### config.mk
export PLATFORM = sky130hd
export DESIGN_NAME = imu_seq
export DESIGN_NICKNAME = d
export VERILOG_FILES = /design/src/rtl/imu_seq_pkg.sv /design/src/rtl/imu_seq_sync2.sv /design/src/rtl/imu_seq.sv
export SDC_FILE = /design/constraint.sdc
export NUM_CORES = 1
export LEC_CHECK = 0
export ABC_AREA = 1
export ABC_CLOCK_PERIOD_IN_PS = 3550
export CELL_PAD_IN_SITES_DETAIL_PLACEMENT = 0
export CELL_PAD_IN_SITES_GLOBAL_PLACEMENT = 1
export CORE_ASPECT_RATIO = 0.75
export CORE_MARGIN = 2
export CORE_UTILIZATION = 44
export CTS_BUF_LIST = sky130_fd_sc_hd__clkbuf_8
export DETAILED_ROUTE_END_ITERATION = 8
export PLACE_DENSITY_LB_ADDON = 0.1
export SLEW_MARGIN = 30
export SYNTH_ARGS = -nofsm -noshare
export SYNTH_HDL_FRONTEND = slang
export SYNTH_HIERARCHICAL = 1
export SYNTH_SLANG_ARGS = --single-unit
### constraint.sdc
create_clock -name clk -period 3.55 [get_ports clk]
set_clock_uncertainty 0.05 [all_clocks]
set_input_delay 0.71 -clock clk [delete_from_list [all_inputs] [get_ports clk]]
set_output_delay 0.71 -clock clk [all_outputs]
set_load 0.01 [all_outputs]
### src/rtl/imu_seq_pkg.sv
// Shared types and command constants for the IMU read sequencer.
package imu_seq_pkg;

  typedef enum logic [2:0] {
    PWR_WAIT,
    CFG_WR,
    CFG_WAIT,
    IDLE,
    RD_WR,
    RD_WAIT,
    UPDATE
  } state_t;

  // Sensor configuration writes, issued once after power-up in this order
  localparam logic [15:0] CFG_CMD0 = 16'h0D02;
  localparam logic [15:0] CFG_CMD1 = 16'h1053;
  localparam logic [15:0] CFG_CMD2 = 16'h1150;
  localparam logic [15:0] CFG_CMD3 = 16'h1460;

  // Register reads: pitch rate low/high, Z acceleration low/high
  localparam logic [15:0] RD_CMD0 = 16'hA200;
  localparam logic [15:0] RD_CMD1 = 16'hA300;
  localparam logic [15:0] RD_CMD2 = 16'hAC00;
  localparam logic [15:0] RD_CMD3 = 16'hAD00;

  function automatic logic [15:0] cfg_cmd(input logic [1:0] idx);
    case (idx)
      2'd0:    return CFG_CMD0;
      2'd1:    return CFG_CMD1;
      2'd2:    return CFG_CMD2;
      default: return CFG_CMD3;
    endcase
  endfunction

  function automatic logic [15:0] rd_cmd(input logic [1:0] idx);
    case (idx)
      2'd0:    return RD_CMD0;
      2'd1:    return RD_CMD1;
      2'd2:    return RD_CMD2;
      default: return RD_CMD3;
    endcase
  endfunction

endpackage

### src/rtl/imu_seq_sync2.sv
// Two-flop synchronizer for a single asynchronous level.
module sync2 (
  input  logic clk,
  input  logic rst_n,
  input  logic d,
  output logic q
);

  logic meta;

  // Double-register the input; only q is safe to use in the clk domain
  always_ff @(posedge clk or negedge rst_n) begin
    if (!rst_n) begin
      meta <= 1'b0;
      q    <= 1'b0;
    end else begin
      meta <= d;
      q    <= meta;
    end
  end

endmodule

### src/rtl/imu_seq.sv
// IMU sequencer: power-up wait, sensor configuration, then a four-byte
// SPI read of pitch rate and Z acceleration on every data-ready interrupt.
module imu_seq
  import imu_seq_pkg::*;
#(
  parameter int INIT_W = 16
) (
  input  logic               clk,
  input  logic               rst_n,
  input  logic               INT,
  input  logic               done,
  input  logic        [15:0] rd_data,
  output logic               wrt,
  output logic        [15:0] cmd,
  output logic signed [15:0] ptch_rt,
  output logic signed [15:0] AZ,
  output logic               vld
);

  state_t            state;
  logic [INIT_W-1:0] pwr_cnt;
  logic [1:0]        idx;
  logic [7:0]        byte0;
  logic [7:0]        byte1;
  logic [7:0]        byte2;
  logic              int_s;

  // Only the low byte of each SPI response carries register data
  logic unused_rd_hi;
  assign unused_rd_hi = ^rd_data[15:8];

  sync2 u_int_sync (
    .clk   (clk),
    .rst_n (rst_n),
    .d     (INT),
    .q     (int_s)
  );

  // Sequencer FSM; wrt/cmd/vld are registered so they are asserted exactly
  // while the FSM sits in CFG_WR/RD_WR (wrt) or UPDATE (vld). The last byte
  // is taken straight from rd_data on the edge that enters UPDATE, so only
  // three holding bytes are needed.
  always_ff @(posedge clk or negedge rst_n) begin
    if (!rst_n) begin
      state   <= PWR_WAIT;
      pwr_cnt <= '0;
      idx     <= '0;
      byte0   <= '0;
      byte1   <= '0;
      byte2   <= '0;
      wrt     <= 1'b0;
      cmd     <= '0;
      ptch_rt <= '0;
      AZ      <= '0;
      vld     <= 1'b0;
    end else begin
      wrt <= 1'b0;
      cmd <= '0;
      vld <= 1'b0;
      case (state)
        PWR_WAIT: begin
          if (pwr_cnt == '1) begin
            state <= CFG_WR;
            idx   <= '0;
            wrt   <= 1'b1;
            cmd   <= cfg_cmd(2'd0);
          end else begin
            pwr_cnt <= pwr_cnt + INIT_W'(1);
          end
        end
        CFG_WR: state <= CFG_WAIT;
        CFG_WAIT: begin
          if (done) begin
            if (idx == 2'd3) begin
              state <= IDLE;
              idx   <= '0;
            end else begin
              state <= CFG_WR;
              idx   <= idx + 2'd1;
              wrt   <= 1'b1;
              cmd   <= cfg_cmd(idx + 2'd1);
            end
          end
        end
        IDLE: begin
          if (int_s) begin
            state <= RD_WR;
            idx   <= '0;
            wrt   <= 1'b1;
            cmd   <= rd_cmd(2'd0);
          end
        end
        RD_WR: state <= RD_WAIT;
        RD_WAIT: begin
          if (done) begin
            case (idx)
              2'd0:    byte0 <= rd_data[7:0];
              2'd1:    byte1 <= rd_data[7:0];
              2'd2:    byte2 <= rd_data[7:0];
              default: ;
            endcase
            if (idx == 2'd3) begin
              state   <= UPDATE;
              idx     <= '0;
              vld     <= 1'b1;
              ptch_rt <= $signed({byte1, byte0});
              AZ      <= $signed({rd_data[7:0], byte2});
            end else begin
              state <= RD_WR;
              idx   <= idx + 2'd1;
              wrt   <= 1'b1;
              cmd   <= rd_cmd(idx + 2'd1);
            end
          end
        end
        UPDATE:  state <= IDLE;
        default: state <= PWR_WAIT;
      endcase
    end
  end

endmodule
==> flow_metrics.py <==
metrics = {
    "sta": {
        "fin_crit_sh": 0.5791,
        "setup_viol_count_final": 0,
        "fmax_ghz": 0.4864,
        "rsz0062_at_grt": "no",
        "drv_slew": 0,
        "fin_crit_ns": 2.056,
        "max_slew_margin": 0.6097,
        "hold_violations": 0,
        "tns_ns": 0,
        "tightest_slew_ns": 0.5855,
    },
    "routing": {
        "routedWlPerCell_um": 13.00,
        "drt_iter0_drc": 212,
        "via_per_inst": 4.891,
        "vias": 3008,
        "firstDrtPassIters": 5,
        "ant_nets": 0,
        "wl_mm": 7.998,
        "post-route-drc-count": 0,
    },
    "clocking": {
        "cts_setup_buffers": 0,
        "htreeDepth": 3,
        "cts_root_buf": "clkbuf_8",
        "clk_pin_slew_ns": 0.09,
        "numCtsBuffers": 9,
        "post_cts_resize_count": 0,
        "clkSinkCount": 91,
        "cts_tree": "done",
        "cts_max_path_buffers": 2,
        "cts_hold_buf": 0,
        "clk_latency_ns": 0.37,
    },
    "synthesis": {
        "ys.warnings.count": 6,
        "synth_top_family_by_area": "simple AND/OR/NAND/NOR gates",
        "synth_edf_count": 0,
        "synth_fa_ha_area_frac": 0.02824,
        "synth_compound_area_frac": 0.06181,
        "syn_inst": 444,
        "yosysSeqAreaShare": 0.5711,
        "async_flop_share": 1.000,
        "yosys.area_share.simple": 0.2607,
        "synth_ff_type": "dfrtp_1",
        "postSynthAreaPerCell_um2": 8.981,
        "synth_xor_xnor_area_share": 0.01318,
        "synthDistinctLibCells": 29,
        "netlist_area_um2": 3988,
        "synth_seq_cells": 91,
        "synthMuxAreaShare": 0,
    },
    "min_path": {
        "min_path_type": "input port to async pin",
    },
    "worst_setup_path": {
        "cp.required_ns": 2.79,
        "crit_buf_inv": 1,
        "path_cells": "clkdlybuf4s50_1",
        "worstSetupPathType": "register to primary output",
        "slowest_delay_ns": 0.55,
        "worstPathArrival_ns": 1.30,
        "start_kind": "register",
        "slowest_stage": "clkdlybuf4s50_1",
        "crit_fanout": 2,
        "crit_path_end_kind": "primary output",
        "critPathTopFamily": "buffers and inverters",
    },
    "global_routing": {
        "grt_use_total": 0.1799,
        "grt_pass1_vias": 2726,
        "grt_antenna_before_repair": 0,
        "grt_max_degree": 50,
        "grt_pass1_wl_mm": 13.72,
        "overflow": 0,
    },
    "floorplan": {
        "row_count": 30,
        "die_w_um": 113.9,
        "die_y_um": 86.45,
        "ioPinCount": 70,
        "die_area_um2": 9848,
        "core_area_um2": 8934,
        "start_util": 0.4464,
    },
    "placed_design": {
        "dp_cells": 599,
        "dp_hpwl_mm": 5.613,
        "gp_congestion": 0.8040,
        "placed_cell_area_um2": 4607,
        "portBuffers": 57,
    },
    "power": {
        "irDropWorstVdd_uv": 211.5,
        "p_leak_nw": 2.403,
        "power_density_nw_per_um2": 369.1,
        "total_power_w": 0.001770,
    },
    "run_status": {
        "status": "finished, final reports clean",
    },
    "final_layout": {
        "layout_common_cells": "173 x nand2_1, 91 x dfrtp_1, 56 x clkdlybuf4s50_1, 32 x o21ai_1, 30 x inv_1",
        "mostFrequentLayoutCell": "nand2_1",
        "insertedDiodeCount": 0,
        "num-nets-final": 527,
        "fill_cells": 871,
        "post-route-cell-area_um2": 4797,
        "fin_cells": 615,
        "area_growth_pct": 20.30,
        "drive_gt1_frac": 0.06759,
    },
    "run": {
        "maxCapViolations": 0,
    },
}
layer usage:
| metal | share of wire | global-route usage | vias to the layer above | wire (um) |
|---|---|---|---|---|
| met4 | 0.015 | 0.06652 | 0 | 116 |
| li1 | - | - | 1501 | - |
| met1 | 0.51 | 0.2680 | 1408 | 4060 |
| met5 | 0 | 0 | - | 0 |
| met3 | 0.056 | 0.04336 | 13 | 445 |
| met2 | 0.42 | 0.2565 | 86 | 3376 |
cells by family after synthesis:
family / count (synthesis)
adders and majority gates: 9
AOI/OAI and AO/OA: 46
other: 1
xor gates and xnor gates: 6
buffers and inverters: 52
and+or+nand+nor: 239
DFF: 91
through the flow:
stage	setup WS [ns]	util	hold slack, ns
4_1_cts	1.474	0.5370	0.2945
2_1_floorplan	2.023	-	0.2812
3_5_place_dp	1.132	0.5157	0.2935
3_3_place_gp	1.135	0.5157	0.2832
6_report	1.494	0.5370	0.2803
5_1_grt	1.369	0.5370	0.3207
synthesized netlist by cell type, types with 2 or more instances:
master    instances  area (um^2)
nand3_1          15        75.07
xnor2_1           3        26.28
dfrtp_1          91         2277
o211ai_1          2        15.01
buf_2             9        45.04
nor2_1           19        71.32
o21ai_1          32        160.2
nand3b_1          6        45.04
inv_1            30        112.6
nor3_1            3        15.01
buf_4             7        52.55
nor2_4            2        22.52
buf_6             3        33.78
nand4_1          11        68.82
ha_1              9        112.6
o21ai_0          10        50.05
nand2_2           5        31.28
nand2_1         173        649.4
xor2_1            3        26.28
inv_2             2        7.510
cell type report:
type,instances,area [um^2],area share
multi-input cells,304,1466,0.3057
clock buffers,9,123.9,0.02582
clock inverters,7,66.31,0.01382
flip-flops and latches,91,2277,0.4747
inverters,32,120.1,0.02504
repair buffers,60,603.1,0.1257
well taps,112,140.1,0.02921
state kept, by name, indices dropped and copies added (netlist names):
signal           cells
AZ                  16
wrt                  1
byte2                8
pwr_cnt             16
byte1                8
u_int_sync/q         1
ptch_rt             16
idx                  2
state                3
byte0                8
u_int_sync/meta      1
cmd                 10
vld                  1
path summary, 6_finish.rpt:
| path | cells after the start | endpoint | startpoint | slack (ns) |
|---|---|---|---|---|
| worst max-delay path | 1 | AZ[9] | AZ[9] | 1.49 |
| worst min-delay path | 1 | pwr_cnt[15] | rst_n | 0.28 |
| worst max register to register | 8 | state[0] | pwr_cnt[0] | 1.76 |
| worst min register to register | 0 | u_int_sync/q | u_int_sync/meta | 0.31 |
| max in group asynchronous | 2 | ptch_rt[11] | rst_n | 2.52 |
| min in group clk | 0 | u_int_sync/q | u_int_sync/meta | 0.31 |
power breakdown:
group          internal, W  total (W)  switching (W)  leakage (nW)
sequential         0.00104    0.00104    0.000000344          1.25
clock             0.000323   0.000686       0.000364        0.0992
combinational    0.0000134  0.0000472      0.0000338          1.05
No activity file was read; power rests on OpenSTA's default activity.
